[config.mk]
export PLATFORM = sky130hd
export DESIGN_NAME = alu_operand_stage_flat
export DESIGN_NICKNAME = d
export VERILOG_FILES = /design/src/rtl/alu_operand_stage_if.sv /design/src/rtl/alu_operand_stage.sv /design/src/flat_wrapper.sv
export SDC_FILE = /design/constraint.sdc
export NUM_CORES = 1
export LEC_CHECK = 0
export ABC_AREA = 1
export CORE_MARGIN = 2
export CORE_UTILIZATION = 45
export CTS_CLUSTER_SIZE = 40
export DETAILED_ROUTE_END_ITERATION = 8
export PLACE_DENSITY = 0.79
export SETUP_SLACK_MARGIN = 0.05
export SYNTH_ARGS = -nofsm -noshare
export SYNTH_HDL_FRONTEND = slang
export SYNTH_SLANG_ARGS = --single-unit
[constraint.sdc]
create_clock -name clk -period 1.4 [get_ports clk]
set_clock_uncertainty 0.1 [all_clocks]
set_input_delay 0.28 -clock clk [delete_from_list [all_inputs] [get_ports clk]]
set_output_delay 0.28 -clock clk [all_outputs]
set_load 0.05 [all_outputs]
[src/rtl/alu_operand_stage_if.sv]
// Operand staging bus: serial word input from the data bus (valid/ready),
// parallel operand pair output to the logic units (valid/ack), plus control.
interface alu_operand_stage_if #(
    parameter int WIDTH = 16,
    parameter int CNT_W = 8
);
    logic [WIDTH-1:0] bus_data;
    logic             bus_valid;
    logic             bus_ready;
    logic [WIDTH-1:0] op_a;
    logic [WIDTH-1:0] op_b;
    logic             opnd_valid;
    logic             opnd_ack;
    logic             flush;
    logic             busy;
    logic [CNT_W-1:0] issue_cnt;

    modport master (
        output bus_data,
        output bus_valid,
        input  bus_ready,
        input  op_a,
        input  op_b,
        input  opnd_valid,
        output opnd_ack,
        output flush,
        input  busy,
        input  issue_cnt
    );

    modport slave (
        input  bus_data,
        input  bus_valid,
        output bus_ready,
        output op_a,
        output op_b,
        output opnd_valid,
        input  opnd_ack,
        input  flush,
        output busy,
        output issue_cnt
    );
endinterface

[src/rtl/alu_operand_stage.sv]
// Operand staging register: collects A then B from the bus and offers the pair.
// Ports: clk, rst_n (async active-low), io (slave side of alu_operand_stage_if).
module alu_operand_stage #(
    parameter int WIDTH = 16,
    parameter int CNT_W = 8
) (
    input  logic              clk,
    input  logic              rst_n,
    alu_operand_stage_if.slave io
);

    typedef enum logic [1:0] {
        IDLE  = 2'd0,
        GOT_A = 2'd1,
        ISSUE = 2'd2
    } state_t;

    state_t           state_q, state_d;
    logic [WIDTH-1:0] op_a_q, op_a_d;
    logic [WIDTH-1:0] op_b_q, op_b_d;
    logic [CNT_W-1:0] cnt_q, cnt_d;

    always_comb begin
        state_d = state_q;
        op_a_d  = op_a_q;
        op_b_d  = op_b_q;
        cnt_d   = cnt_q;
        // flush beats every other event, including a same-cycle ack
        if (io.flush) begin
            state_d = IDLE;
            op_a_d  = '0;
            op_b_d  = '0;
        end else begin
            unique case (state_q)
                IDLE: begin
                    if (io.bus_valid) begin
                        op_a_d  = io.bus_data;
                        state_d = GOT_A;
                    end
                end
                GOT_A: begin
                    if (io.bus_valid) begin
                        op_b_d  = io.bus_data;
                        state_d = ISSUE;
                    end
                end
                ISSUE: begin
                    if (io.opnd_ack) begin
                        cnt_d   = cnt_q + 1'b1;
                        state_d = IDLE;
                    end
                end
                default: state_d = IDLE;
            endcase
        end
    end

    always_ff @(posedge clk or negedge rst_n) begin
        if (!rst_n) begin
            state_q <= IDLE;
            op_a_q  <= '0;
            op_b_q  <= '0;
            cnt_q   <= '0;
        end else begin
            state_q <= state_d;
            op_a_q  <= op_a_d;
            op_b_q  <= op_b_d;
            cnt_q   <= cnt_d;
        end
    end

    // Moore outputs: decoded from state only, no path from any input
    assign io.bus_ready  = (state_q != ISSUE);
    assign io.opnd_valid = (state_q == ISSUE);
    assign io.busy       = (state_q != IDLE);
    assign io.op_a       = op_a_q;
    assign io.op_b       = op_b_q;
    assign io.issue_cnt  = cnt_q;

endmodule
[src/flat_wrapper.sv]
// flat-port wrapper written by rule: the top's interface ports become plain ports
module alu_operand_stage_flat 
#(
    parameter int WIDTH = 16,
    parameter int CNT_W = 8
)
  (clk, rst_n, io_bus_data, io_bus_valid, io_bus_ready, io_op_a, io_op_b, io_opnd_valid, io_opnd_ack, io_flush, io_busy, io_issue_cnt);
  alu_operand_stage_if #(.WIDTH(WIDTH), .CNT_W(CNT_W)) io_i ();
  input  logic clk;
  input  logic rst_n;
  input wire logic [$bits(io_i.bus_data)-1:0] io_bus_data;
  input wire logic [$bits(io_i.bus_valid)-1:0] io_bus_valid;
  output wire logic [$bits(io_i.bus_ready)-1:0] io_bus_ready;
  output wire logic [$bits(io_i.op_a)-1:0] io_op_a;
  output wire logic [$bits(io_i.op_b)-1:0] io_op_b;
  output wire logic [$bits(io_i.opnd_valid)-1:0] io_opnd_valid;
  input wire logic [$bits(io_i.opnd_ack)-1:0] io_opnd_ack;
  input wire logic [$bits(io_i.flush)-1:0] io_flush;
  output wire logic [$bits(io_i.busy)-1:0] io_busy;
  output wire logic [$bits(io_i.issue_cnt)-1:0] io_issue_cnt;
  assign io_i.bus_data = io_bus_data;
  assign io_i.bus_valid = io_bus_valid;
  assign io_bus_ready = io_i.bus_ready;
  assign io_op_a = io_i.op_a;
  assign io_op_b = io_i.op_b;
  assign io_opnd_valid = io_i.opnd_valid;
  assign io_i.opnd_ack = io_opnd_ack;
  assign io_i.flush = io_flush;
  assign io_busy = io_i.busy;
  assign io_issue_cnt = io_i.issue_cnt;
  alu_operand_stage #(.WIDTH(WIDTH), .CNT_W(CNT_W)) u_core (.clk(clk), .rst_n(rst_n), .io(io_i));
endmodule
==> flow_summary_export.csv <==
group,metric,value,unit
run_status,outcome,"complete, but fails checks",
run_status,violations,"setup timing",
route,drc,0,
route,firstDrtPassIters,4,
route,avgViaCountPerCell,4.973,
global_routing,grt_antenna_before_repair,0,
floorplanning,dieArea,4830,um2
route,vias,1860,
yosys,ys_ff_latch,42,
sta,tns,-609.5,ps
clock_tree,cts.sinks,42,
yosys,ys.flop_type,"dfrtp_1",
yosys,synthCells,238,
run,maxCapViolCount,0,
route,wl,5867,um
yosys,async_flop_share,1.000,
sta,tightest_slew,434.2,ps
worst_setup_path,startpoint_type,"flip-flop",
clock_tree,numCtsBuffers,5,
yosys,netlist_area,1931,um2
yosys,yosysWarnings,0,
sta,period_needed,1496,ps
worst_setup_path,r2r-end,"u_core.io.op_a[3]$_DFFE_PN0P_",
floorplanning,std_cell_rows,23,
clock_tree,cts_max_path_buffers,2,
yosys,synth_edf_count,0,
worst_setup_path,crit_path_cell_trace,"nor2_1 > inv_2 > buf_12",
final_layout,final_common_cell,"nand2_1",
global_routing,grt_pass1_wl,9252,um
clock_tree,cts_tree,"done",
sta,final_hold_viol_count,0,
final_layout,nets,345,
floorplanning,initial_core_util,0.4758,
worst_setup_path,crit_fanout,3,
worst_setup_path,worst-endpoint-arrival,1120,ps
global_routing,grt_pass1_vias,1931,
placement,routabilityCongestion,0.8094,
final_layout,multi_input_comb_area,724.4,um2
global_routing,grt_overflow,0,
placement,portBuffers,63,
global_routing,grt_max_degree,17,
worst_setup_path,slowest_stage,"dfrtp_1",
worst_setup_path,rr_startpoint,"u_core.state_q[1]$_DFFE_PN0P_",
floorplanning,ios,64,
worst_setup_path,crit_type,"reg2out",
clock_tree,clk_pin_slew,90,ps
floorplanning,die_y,69.50,um
clock_tree,cts-root-buf,"clkbuf_8",
floorplanning,die_w,69.50,um
final_layout,diodes,0,
yosys,ys_seq_area_frac,0.5444,
final_layout,fill_cells,194,
worst_setup_path,cp.required,1020,ps
yosys,yosysUniqueCellTypes,23,
yosys,synth_area_per_cell,8.112,um2
placement,dpl.hpwl,3887,um
power_and_ir_drop,power,4.047,mW
sta,rsz0062_at_grt,"yes",
final_layout,final_cell_mix,"nand2_1 (56), buf_12 (47), inv_1 (42)",
route,ant_nets,0,
power_and_ir_drop,power.density,1171,nW/um2
power_and_ir_drop,p_leak,1.732,nW
power_and_ir_drop,peakVddDrop,0.0008384,V
sta,layout_setup_ws,-96.06,ps
clock_tree,htree_levels,2,
worst_setup_path,reg2reg_slack,-50,ps
global_routing,grt_use_total,0.2436,
placement,dpl_worst_slack,-316.0,ps
clock_tree,clk_latency,290,ps
worst_setup_path,endpoint_kind,"output pin",
worst_setup_path,cp_num_buf_inv,2,
sta,slew_headroom,0.7105,
route,drtIter0Drc,84,
final_layout,areaGrowthSynthToFinish,79.07,%
floorplanning,fp.coreArea,4058,um2
final_layout,regArea,1056,um2
sta,setup_viol,17,
sta,fin_crit_sh,1.069,
sta,report.final.slew_viol_count,0,
sta,fmaxAchievable,668.4,MHz
worst_setup_path,crit_family,"flip-flops",
worst_hold_path,worst_hold_path_type,"in2async",
route,wl_per_cell,15.69,um
final_layout,final_util,0.8520,
sta,holdWs,359.0,ps
worst_setup_path,critPathMaxStageDelay,430,ps
final_layout,drive_above_1_share,0.3241,
worst_setup_path,r2r_cells,7,
yosys,synth_nets,260,
==> power breakdown <==
part	internal, mW	switching (mW)	total (mW)
clock network	0.352	0.439	0.791
logic	0.815	0.898	1.71
registers	1.36	0.185	1.54
total	2.52	1.52	4.05
==> synthesized netlist by cell type (all sizes together) (2+ instances only) <==
library cell,number,share of area
a21oi,3,0.0097
xor2,2,0.0091
inv,45,0.087
nor2,23,0.049
nand4,3,0.0097
o21ai,17,0.044
buf,6,0.025
clkbuf,4,0.0084
nand2,68,0.14
dfrtp,42,0.54
xnor2,2,0.0091
nand3,19,0.049
==> worst max path at each step <==
stage                                        from                            endpoint  slack (ps)  cells after the start
2_1_floorplan  u_core.io.issue_cnt[0]$_DFFE_PN0P_  u_core.io.issue_cnt[6]$_DFFE_PN0P_          50                      6
3_5_place_dp                             io_flush       u_core.io.op_a[8]$_DFFE_PN0P_        -320                      6
3_3_place_gp                             io_flush       u_core.io.op_a[8]$_DFFE_PN0P_        -240                      5
4_1_cts             u_core.state_q[1]$_DFFE_PN0P_                             io_busy         -70                      3
5_1_grt             u_core.state_q[1]$_DFFE_PN0P_                             io_busy        -130                      3
6_report            u_core.state_q[1]$_DFFE_PN0P_                             io_busy        -100                      3
==> worst register-to-register path, delay by kind of cell, from the launching register on <==
| family | cells | cell delay (ps) |
|---|---|---|
| buf+inv | 3 | 430 |
| flops | 1 | 430 |
| compound gates | 2 | 220 |
| simple gates | 2 | 200 |
==> layer usage <==
layer / share of wire / GRT usage / vias up
met4: 0.016 / 0.06972 / 0
met3: 0.049 / 0.06977 / 9
met1: 0.39 / 0.2827 / 904
met5: 0 / 0 / -
met2: 0.55 / 0.4359 / 55
li1: - / - / 892
==> stage by stage <==
| step | area [um2] | cells |
|---|---|---|
| global placement | 3161 | 354 |
| CTS | 3346 | 369 |
| detailed placement | 3161 | 354 |
| global route | 3457 | 374 |
| finish | 3457 | 374 |
| floorplan | 1962 | 238 |
==> flip-flops by register name, indices dropped and copies added (netlist names) <==
signal	cells
u_core.io.issue_cnt	8
u_core.io.op_a	16
u_core.io.op_b	16
u_core.state_q	2
==> kinds of logic (layout without fill, tap and decap cells) <==
| logic type | count (synthesis) | after routing | synth area share |
|---|---|---|---|
| AND/OR/NAND/NOR | 114 | 115 | 0.2495 |
| AO/OA/AOI/OAI | 21 | 21 | 0.05768 |
| adder cells (fa/ha/maj) | 1 | 1 | 0.006480 |
| flip-flops | 42 | 42 | 0.5444 |
| XOR/XNOR | 4 | 4 | 0.01815 |
| buffers and inverters | 56 | 141 | 0.1238 |
==> repair_timing <==
item | 4_1_cts | 5_1_grt
endpoints found under the setup margin | 23 | 42
endpoints found under the hold margin | 14 | 0
pin swaps | 3 | 7
setup buffers | 4 | 5
gates resized for setup | 24 | 10
hold buffers | 1 | 0
cloned | 2 | 2
==> final cells by class <==
type / count / share of cell area
clock buffers: 6 / 0.02099
clock inverters: 2 / 0.003981
inverters: 46 / 0.05139
multi-input cells: 141 / 0.2096
flip-flops and latches: 42 / 0.3055
well taps: 50 / 0.01810
repair buffers: 87 / 0.3905
(Power assumes the default switching activity.)
